File: src/rtl/shifter_pkg.sv
`default_nettype none
// ============================================================================
//  Module      : shifter_pkg
//  Description : Shared definitions for the pipelined barrel shifter: op codes,
//                per-level fill modes and the pipeline depth helper.
//  Revision    : 1.0 - initial release
// ============================================================================
package shifter_pkg;

  // Operation codes presented on in_op; 101..111 are undefined.
  localparam logic [2:0] OP_SLL = 3'b000;
  localparam logic [2:0] OP_SRL = 3'b001;
  localparam logic [2:0] OP_SRA = 3'b010;
  localparam logic [2:0] OP_ROL = 3'b011;
  localparam logic [2:0] OP_ROR = 3'b100;

  // What a right-shift level feeds into the vacated top bits.
  typedef enum logic [1:0] {
    FILL_ZERO = 2'd0,
    FILL_SIGN = 2'd1,
    FILL_ROT  = 2'd2
  } fill_e;

  // Number of register stages needed to cover shw levels, lps at a time.
  function automatic int calc_lat(input int shw, input int lps);
    return (shw + lps - 1) / lps;
  endfunction

endpackage
`default_nettype wire

File: src/rtl/shift_stage.sv
`default_nettype none
// ============================================================================
//  Module      : shift_stage
//  Description : N_LVL right-shift barrel levels starting at level FIRST_LVL,
//                followed by the stage register with global hold and flush.
//  Revision    : 1.0 - initial release
// ============================================================================
module shift_stage
  import shifter_pkg::*;
#(
  parameter int WIDTH     = 32,
  parameter int TAG_W     = 5,
  parameter int FIRST_LVL = 0,
  parameter int N_LVL     = 1,
  localparam int SHW      = $clog2(WIDTH)
) (
  input  logic             clk,
  input  logic             rst,
  input  logic             flush,
  input  logic             advance,
  input  logic             valid_i,
  input  logic [WIDTH-1:0] data_i,
  input  logic [SHW-1:0]   shamt_i,
  input  fill_e            fill_i,
  input  logic             rev_i,
  input  logic             sign_i,
  input  logic             illegal_i,
  input  logic [TAG_W-1:0] tag_i,
  output logic             valid_o,
  output logic [WIDTH-1:0] data_o,
  output logic [SHW-1:0]   shamt_o,
  output fill_e            fill_o,
  output logic             rev_o,
  output logic             sign_o,
  output logic             illegal_o,
  output logic [TAG_W-1:0] tag_o
);

  logic [WIDTH-1:0] data_d;
  logic [WIDTH-1:0] lvl_in;

  logic             valid_q;
  logic [WIDTH-1:0] data_q;
  logic [SHW-1:0]   shamt_q;
  fill_e            fill_q;
  logic             rev_q;
  logic             sign_q;
  logic             illegal_q;
  logic [TAG_W-1:0] tag_q;

  // Barrel levels: level k moves every bit down by 2^k when shamt[k] is set.
  always_comb begin
    data_d = data_i;
    lvl_in = data_i;
    for (int j = 0; j < N_LVL; j++) begin
      lvl_in = data_d;
      if (shamt_i[FIRST_LVL + j]) begin
        for (int b = 0; b < WIDTH; b++) begin
          int step;
          int src;
          step = 1 << (FIRST_LVL + j);
          // Modulo keeps the select in range; it is also the wrap source.
          src  = (b + step) % WIDTH;
          if (b + step < WIDTH) begin
            data_d[b] = lvl_in[src];
          end else begin
            case (fill_i)
              FILL_SIGN: data_d[b] = sign_i;
              FILL_ROT:  data_d[b] = lvl_in[src];
              default:   data_d[b] = 1'b0;
            endcase
          end
        end
      end
    end
  end

  // Stage register: cleared by reset, squashed by flush, frozen on stall.
  always_ff @(posedge clk) begin
    if (rst) begin
      valid_q   <= 1'b0;
      data_q    <= '0;
      shamt_q   <= '0;
      fill_q    <= FILL_ZERO;
      rev_q     <= 1'b0;
      sign_q    <= 1'b0;
      illegal_q <= 1'b0;
      tag_q     <= '0;
    end else if (flush) begin
      valid_q   <= 1'b0;
    end else if (advance) begin
      valid_q   <= valid_i;
      data_q    <= data_d;
      shamt_q   <= shamt_i;
      fill_q    <= fill_i;
      rev_q     <= rev_i;
      sign_q    <= sign_i;
      illegal_q <= illegal_i;
      tag_q     <= tag_i;
    end
  end

  assign valid_o   = valid_q;
  assign data_o    = data_q;
  assign shamt_o   = shamt_q;
  assign fill_o    = fill_q;
  assign rev_o     = rev_q;
  assign sign_o    = sign_q;
  assign illegal_o = illegal_q;
  assign tag_o     = tag_q;

endmodule
`default_nettype wire

File: src/rtl/pipelined_shifter.sv
`default_nettype none
// ============================================================================
//  Module      : pipelined_shifter
//  Description : Pipelined barrel shifter (SLL/SRL/SRA/ROL/ROR) with
//                valid/ready handshakes, global stall and synchronous flush.
//                Left ops are bit-reversed in and out so that every barrel
//                level is a right shift.
//  Revision    : 1.0 - initial release
// ============================================================================
module pipelined_shifter
  import shifter_pkg::*;
#(
  parameter int WIDTH            = 32,
  parameter int LEVELS_PER_STAGE = 2,
  parameter int TAG_W            = 5,
  localparam int SHW             = $clog2(WIDTH)
) (
  input  logic             clk,
  input  logic             rst,
  input  logic             flush,
  input  logic             in_valid,
  output logic             in_ready,
  input  logic [WIDTH-1:0] in_a,
  input  logic [SHW-1:0]   in_shamt,
  input  logic [2:0]       in_op,
  input  logic [TAG_W-1:0] in_tag,
  output logic             out_valid,
  input  logic             out_ready,
  output logic [WIDTH-1:0] out_r,
  output logic [TAG_W-1:0] out_tag,
  output logic             out_illegal
);

  localparam int LAT = calc_lat(SHW, LEVELS_PER_STAGE);

  // Index 0 is the decoded entry operation, index s+1 the output of stage s.
  logic             v_w     [LAT+1];
  logic [WIDTH-1:0] data_w  [LAT+1];
  logic [SHW-1:0]   shamt_w [LAT+1];
  fill_e            fill_w  [LAT+1];
  logic             rev_w   [LAT+1];
  logic             sign_w  [LAT+1];
  logic             ill_w   [LAT+1];
  logic [TAG_W-1:0] tag_w   [LAT+1];

  logic             advance_w;
  logic [WIDTH-1:0] in_rev_w;
  logic [WIDTH-1:0] out_rev_w;
  logic             unused_w;

  // Single global stall: the whole pipe moves only when the output slot frees.
  assign advance_w = !v_w[LAT] || out_ready;
  assign in_ready  = advance_w && !flush;

  // Entry decode. Undefined ops get a zero shift so the operand passes through.
  assign v_w[0]     = in_valid;
  assign ill_w[0]   = (in_op > OP_ROR);
  assign rev_w[0]   = (in_op == OP_SLL) || (in_op == OP_ROL);
  assign fill_w[0]  = (in_op == OP_SRA) ? FILL_SIGN :
                      ((in_op == OP_ROL) || (in_op == OP_ROR)) ? FILL_ROT : FILL_ZERO;
  assign sign_w[0]  = in_a[WIDTH-1];
  assign shamt_w[0] = ill_w[0] ? '0 : in_shamt;
  assign tag_w[0]   = in_tag;
  assign data_w[0]  = rev_w[0] ? in_rev_w : in_a;

  for (genvar b = 0; b < WIDTH; b++) begin : g_rev
    assign in_rev_w[b]  = in_a[WIDTH-1-b];
    assign out_rev_w[b] = data_w[LAT][WIDTH-1-b];
  end

  for (genvar s = 0; s < LAT; s++) begin : g_stage
    localparam int FIRST = s * LEVELS_PER_STAGE;
    localparam int NL    = ((SHW - FIRST) < LEVELS_PER_STAGE) ? (SHW - FIRST) : LEVELS_PER_STAGE;

    shift_stage #(
      .WIDTH     (WIDTH),
      .TAG_W     (TAG_W),
      .FIRST_LVL (FIRST),
      .N_LVL     (NL)
    ) u_stage (
      .clk       (clk),
      .rst       (rst),
      .flush     (flush),
      .advance   (advance_w),
      .valid_i   (v_w[s]),
      .data_i    (data_w[s]),
      .shamt_i   (shamt_w[s]),
      .fill_i    (fill_w[s]),
      .rev_i     (rev_w[s]),
      .sign_i    (sign_w[s]),
      .illegal_i (ill_w[s]),
      .tag_i     (tag_w[s]),
      .valid_o   (v_w[s+1]),
      .data_o    (data_w[s+1]),
      .shamt_o   (shamt_w[s+1]),
      .fill_o    (fill_w[s+1]),
      .rev_o     (rev_w[s+1]),
      .sign_o    (sign_w[s+1]),
      .illegal_o (ill_w[s+1]),
      .tag_o     (tag_w[s+1])
    );
  end

  // Exit: undo the entry reversal for left ops.
  assign out_valid   = v_w[LAT];
  assign out_r       = rev_w[LAT] ? out_rev_w : data_w[LAT];
  assign out_tag     = tag_w[LAT];
  assign out_illegal = ill_w[LAT];

  // Control fields that are spent once the last level is done.
  assign unused_w = ^{shamt_w[LAT], fill_w[LAT], sign_w[LAT]};

endmodule
`default_nettype wire

File: config.mk
export PLATFORM = sky130hd
export DESIGN_NAME = pipelined_shifter
export DESIGN_NICKNAME = d
export VERILOG_FILES = /design/src/rtl/shifter_pkg.sv /design/src/rtl/shift_stage.sv /design/src/rtl/pipelined_shifter.sv
export SDC_FILE = /design/constraint.sdc
export NUM_CORES = 1
export LEC_CHECK = 0
export ABC_CLOCK_PERIOD_IN_PS = 2250
export BUFFER_PORTS_ARGS = -buffer_cell sky130_fd_sc_hd__buf_2
export CORE_MARGIN = 2
export CORE_UTILIZATION = 44
export DETAILED_ROUTE_END_ITERATION = 10
export RECOVER_POWER = 50
export SLEW_MARGIN = 20
export SYNTH_ARGS = -nofsm -noshare
export SYNTH_HDL_FRONTEND = slang
export SYNTH_HIERARCHICAL = 1
export SYNTH_SLANG_ARGS = --single-unit
File: constraint.sdc
create_clock -name clk -period 2.25 [get_ports clk]
set_input_delay 0.225 -clock clk [delete_from_list [all_inputs] [get_ports clk]]
set_output_delay 0.225 -clock clk [all_outputs]
set_load 0.02 [all_outputs]
* Word level (Yosys, flattened, before mapping)
Cells that the tools add are included.
** Storage, ports and cells
- Register bits after elaboration :: 136
- Bits of input ports :: 50
- Output and inout bits :: 40
- Word-level logic and storage cells :: 82
** Cells by class
- Magnitude comparators :: 1
- Equality and inequality tests :: 9
- Muxes and demuxes :: 41
- Bitwise logic cells :: 1
- Reductions and logical operators :: 9
** Operators with widths (number)
- $mux 32 :: 7
- $pmux 1 s2 :: 31
- $eq 2x1->1 const B :: 3
- $eq 2x2->1 const B :: 3
- $eq 3x2->1 const B :: 2
- $mux 5 :: 1
- $mux 2 :: 2
- $eq 3x3->1 const B :: 1
- $gt 3x3->1 const B :: 1
- $logic_not 3->1 :: 1
- $logic_or 1x1->1 :: 3
- $logic_not 1->1 :: 2
- $reduce_and 2->1 :: 1
- $reduce_or 2->1 :: 1
- $logic_and 1x1->1 :: 1
- $not 1->1 :: 1

* Depth between registers and ports, before layout
- Depth in word-level cells :: 9
- Gate-level depth with buffers :: 8
- Mapped depth without buffers :: 8

* Hierarchy
The synthesis kept the hierarchy.
** By module, submodules not included
- shift_stage at g_stage[1].u_stage :: instances 1, cells each 283, area each 2607.5 um2, sequential area each 960.9 um2
- shift_stage at g_stage[0].u_stage :: instances 1, cells each 268, area each 2512.4 um2, sequential area each 960.9 um2
- shift_stage at g_stage[2].u_stage :: instances 1, cells each 254, area each 2147.1 um2, sequential area each 960.9 um2
- pipelined_shifter :: instances 1, cells each 86, area each 867.1 um2, sequential area each 0.0 um2

* Worst setup path before layout
Ideal clock, no wire load.
- Path kind :: input to register
- Start :: in in_op[0]
- End :: reg g_stage[0].u_stage.data_q[31]
- Setup time :: 0.122 ns
- Arrival :: 1.887 ns
- Required time :: 2.128 ns
- Setup slack :: 0.241 ns
- Stages :: 8
- Buffers on the path :: 1
- Cells stage by stage :: xor2_1 -> nor2_2 -> buf_6 -> mux2_2 -> mux2_4 -> a22oi_1 -> nor4b_1 -> a311o_1
** RTL lines
- from (decl) :: line pipelined_shifter.sv:25 : input logic [2:0] in_op,
- to (signal assigned) :: line shift_stage.sv:93 : data_q <= data_d;
- to (decl) :: line shift_stage.sv:43 : logic [WIDTH-1:0] data_q;

* Final worst setup path
- Start :: reg g_stage[2].u_stage.rev_q
- End :: out out_r[15]
** On the way
- Word-level cells in the longest chain between the ends :: 1
** RTL lines
- from (decl) :: line shift_stage.sv:46 : logic rev_q;
- from (signal assigned) :: line shift_stage.sv:96 : rev_q <= rev_i;
- $mux 32 :: line pipelined_shifter.sv:106 : assign out_r = rev_w[LAT] ? out_rev_w : data_w[LAT];
- to (decl) :: line pipelined_shifter.sv:29 : output logic [WIDTH-1:0] out_r,
Every way passes these cells.

==> run metrics <==
pwr dens 709.6 mW/mm^2; DRC Markers 0; origin of the critical flop-to-flop path g_stage[2].u_stage/valid_o; Initial DRC Count 415; Worst Hold End g_stage[0].u_stage/tag_o[0]; IO Port Bufs 89; Ant. Diodes 0; # hold bufs at CTS 0; worst ir drop on vdd 589.8 uV; FF-to-FF setup slack between 0.4 and 0.5 ns; YS warnings 6; fillers approximately 1700; crit share post-route 84.14%; WL final between 15 and 20 mm; outcome finished clean; Slew @ Worst Pin 0.5823 ns; R2R depth 6; post-detail-place hpwl 13.30 mm; fin crit period between 1.5 and 2 ns; CTS tree yes; Area Growth Syn to Fin 14.86%; Max Root-Sink Buffers 2; post-cts resize count 0; # nets final between 900 and 1000; hold depth 3; max_slew headroom 61.18%; via count 6252; Post-CTS Setup Bufs 0; leakage power 3.226 nW; Final WS setup 0.3570 ns; Setup TNS Final 0 ns; Critical Path Fanout Max 32; clk sinks 130; initial antenna violation count 0; FP Rows 48; Clock Root Buffer clkbuf_16; hold wc startpoint in_tag[0]; I/O pin count 90; global-route wire length before repair between 30 and 40 mm; Synthesized Nets 891; Setup violations, final 0; ANT nets after route 0; clock-pin slew on the worst setup and hold paths around 0.060 ns; Fmax approximately 530 MHz; final slew viol count 0; drt pass-1 iters 5; R2R Path End g_stage[1].u_stage/data_o[4]; latest clock arrival within the worst-skew pair 0.42 ns; Die ar. 0.01852 mm^2; gr ovfl total 0; Max Clock Skew around 0.01 ns; total global-route track usage 21.06%; final hold viol count 0; CP endpoint kind output pin; dpl ws 0.09727 ns; Post-Syn Area 0.007679 mm^2; Crit path arrival time around 1.7 ns; max-cap viol count 0; via/cell ratio between 5 and 6; Die Y around 140 um; gpl congestion 0.8858; layout cells sized above 1 28.29%; largest net degree at the start of global routing 129; vias in the first global route 5702; WL/cell 16.59 um; Gate Count Post-Synth between 800 and 900; WS Path Type flop to output pin; RSZ-0062 raised after global routing no; Die X 136.1 um; CTS Buf Count 17; Initial Utilization 44.70%; HP Class input pin to flop; Finished Core Util 51.35%; Worst Setup SP g_stage[2].u_stage/rev_o; Syn Area/Cell 9.196 um^2; core area 0.01718 mm^2; H-tree levels 4; Worst EP required 2.03 ns; Worst setup SP type flop
## metal layers
layer / up-vias / share of wire, % / global-route usage [%]
met5: - / 0 / 0
met3: 23 / 4.4 / 4.512
met1: 2928 / 49 / 30.08
met2: 180 / 45 / 32.08
met4: 0 / 1.6 / 6.076
li1: 3121 / - / -
## how the worst max path moves through the flow
stage                                          to  slack [ns]  cells past startpoint
finish                                  out_r[15]        0.36                      3
global route                             in_ready        0.26                      4
CTS                                     out_r[15]        0.33                      3
detailed placement   g_stage[0].u_stage/data_o[9]         0.1                      9
global placement    g_stage[0].u_stage/data_o[11]        0.13                      9
floorplan           g_stage[0].u_stage/data_o[31]        0.24                      8
## sequential cells by signal (all words and copies together), names as in the netlist
name	count
g_stage.u_stage/rev_o	3
g_stage.u_stage/sign_o	2
g_stage.u_stage/data_o	96
g_stage.u_stage/valid_o	3
g_stage.u_stage/tag_o	15
g_stage.u_stage/shamt_o	4
g_stage.u_stage/fill_o	4
g_stage.u_stage/illegal_o	3
## worst max-delay path, stage by stage (launching register included)
cell	delay, ns
dfxtp_1	0.32
buf_4	0.33
mux2_2	0.40
buf_2	0.16
## layout make-up
type	instances	area (um^2)	share of cell area [%]
Inverter	14	52.55	0.5958
Tap cell	225	281.5	3.192
Sequential cell	130	2604	29.52
Timing Repair Buffer	115	718.2	8.143
Clock inverter	13	148.9	1.688
Multi-Input combinational cell	614	4572	51.84
Clock buffer	19	442.9	5.022
## report_power, final
group	total, mW	internal, mW	leakage (nW)	switching [mW]
clock network	2.75	1.68	0.281	1.07
registers	2.55	2.42	1.06	0.126
logic	0.961	0.474	1.88	0.486
total	6.26	4.57	3.23	1.69
## cell usage in the layout (no fill, tap or decap), types with 9 or more instances in the layout
cell	count
clkbuf_1	9
a21oi_1	94
buf_2	81
dfxtp_1	129
mux2i_1	32
a22oi_1	10
o21ai_0	11
nand2_1	196
buf_4	19
mux2_2	69
a21o_1	19
nand3_1	18
a211oi_1	18
inv_1	13
a31oi_1	15
nor2_1	22
nand2b_1	10
mux4_2	37
clkbuf_16	17
## metrics by stage
step | power [mW] | hold WS [ns] | cell area [um^2] | std cells
floorplan | 3.290 | 0.3043 | 7679 | 835
global placement | 3.549 | 0.4422 | 8243 | 1098
detailed placement | 3.554 | 0.4454 | 8243 | 1098
CTS | 6.326 | 0.02320 | 8835 | 1130
global route | 6.552 | 0.03506 | 8820 | 1130
finish | 6.258 | 0.03756 | 8820 | 1130
Note: power is estimated with default switching activity, not from simulation.
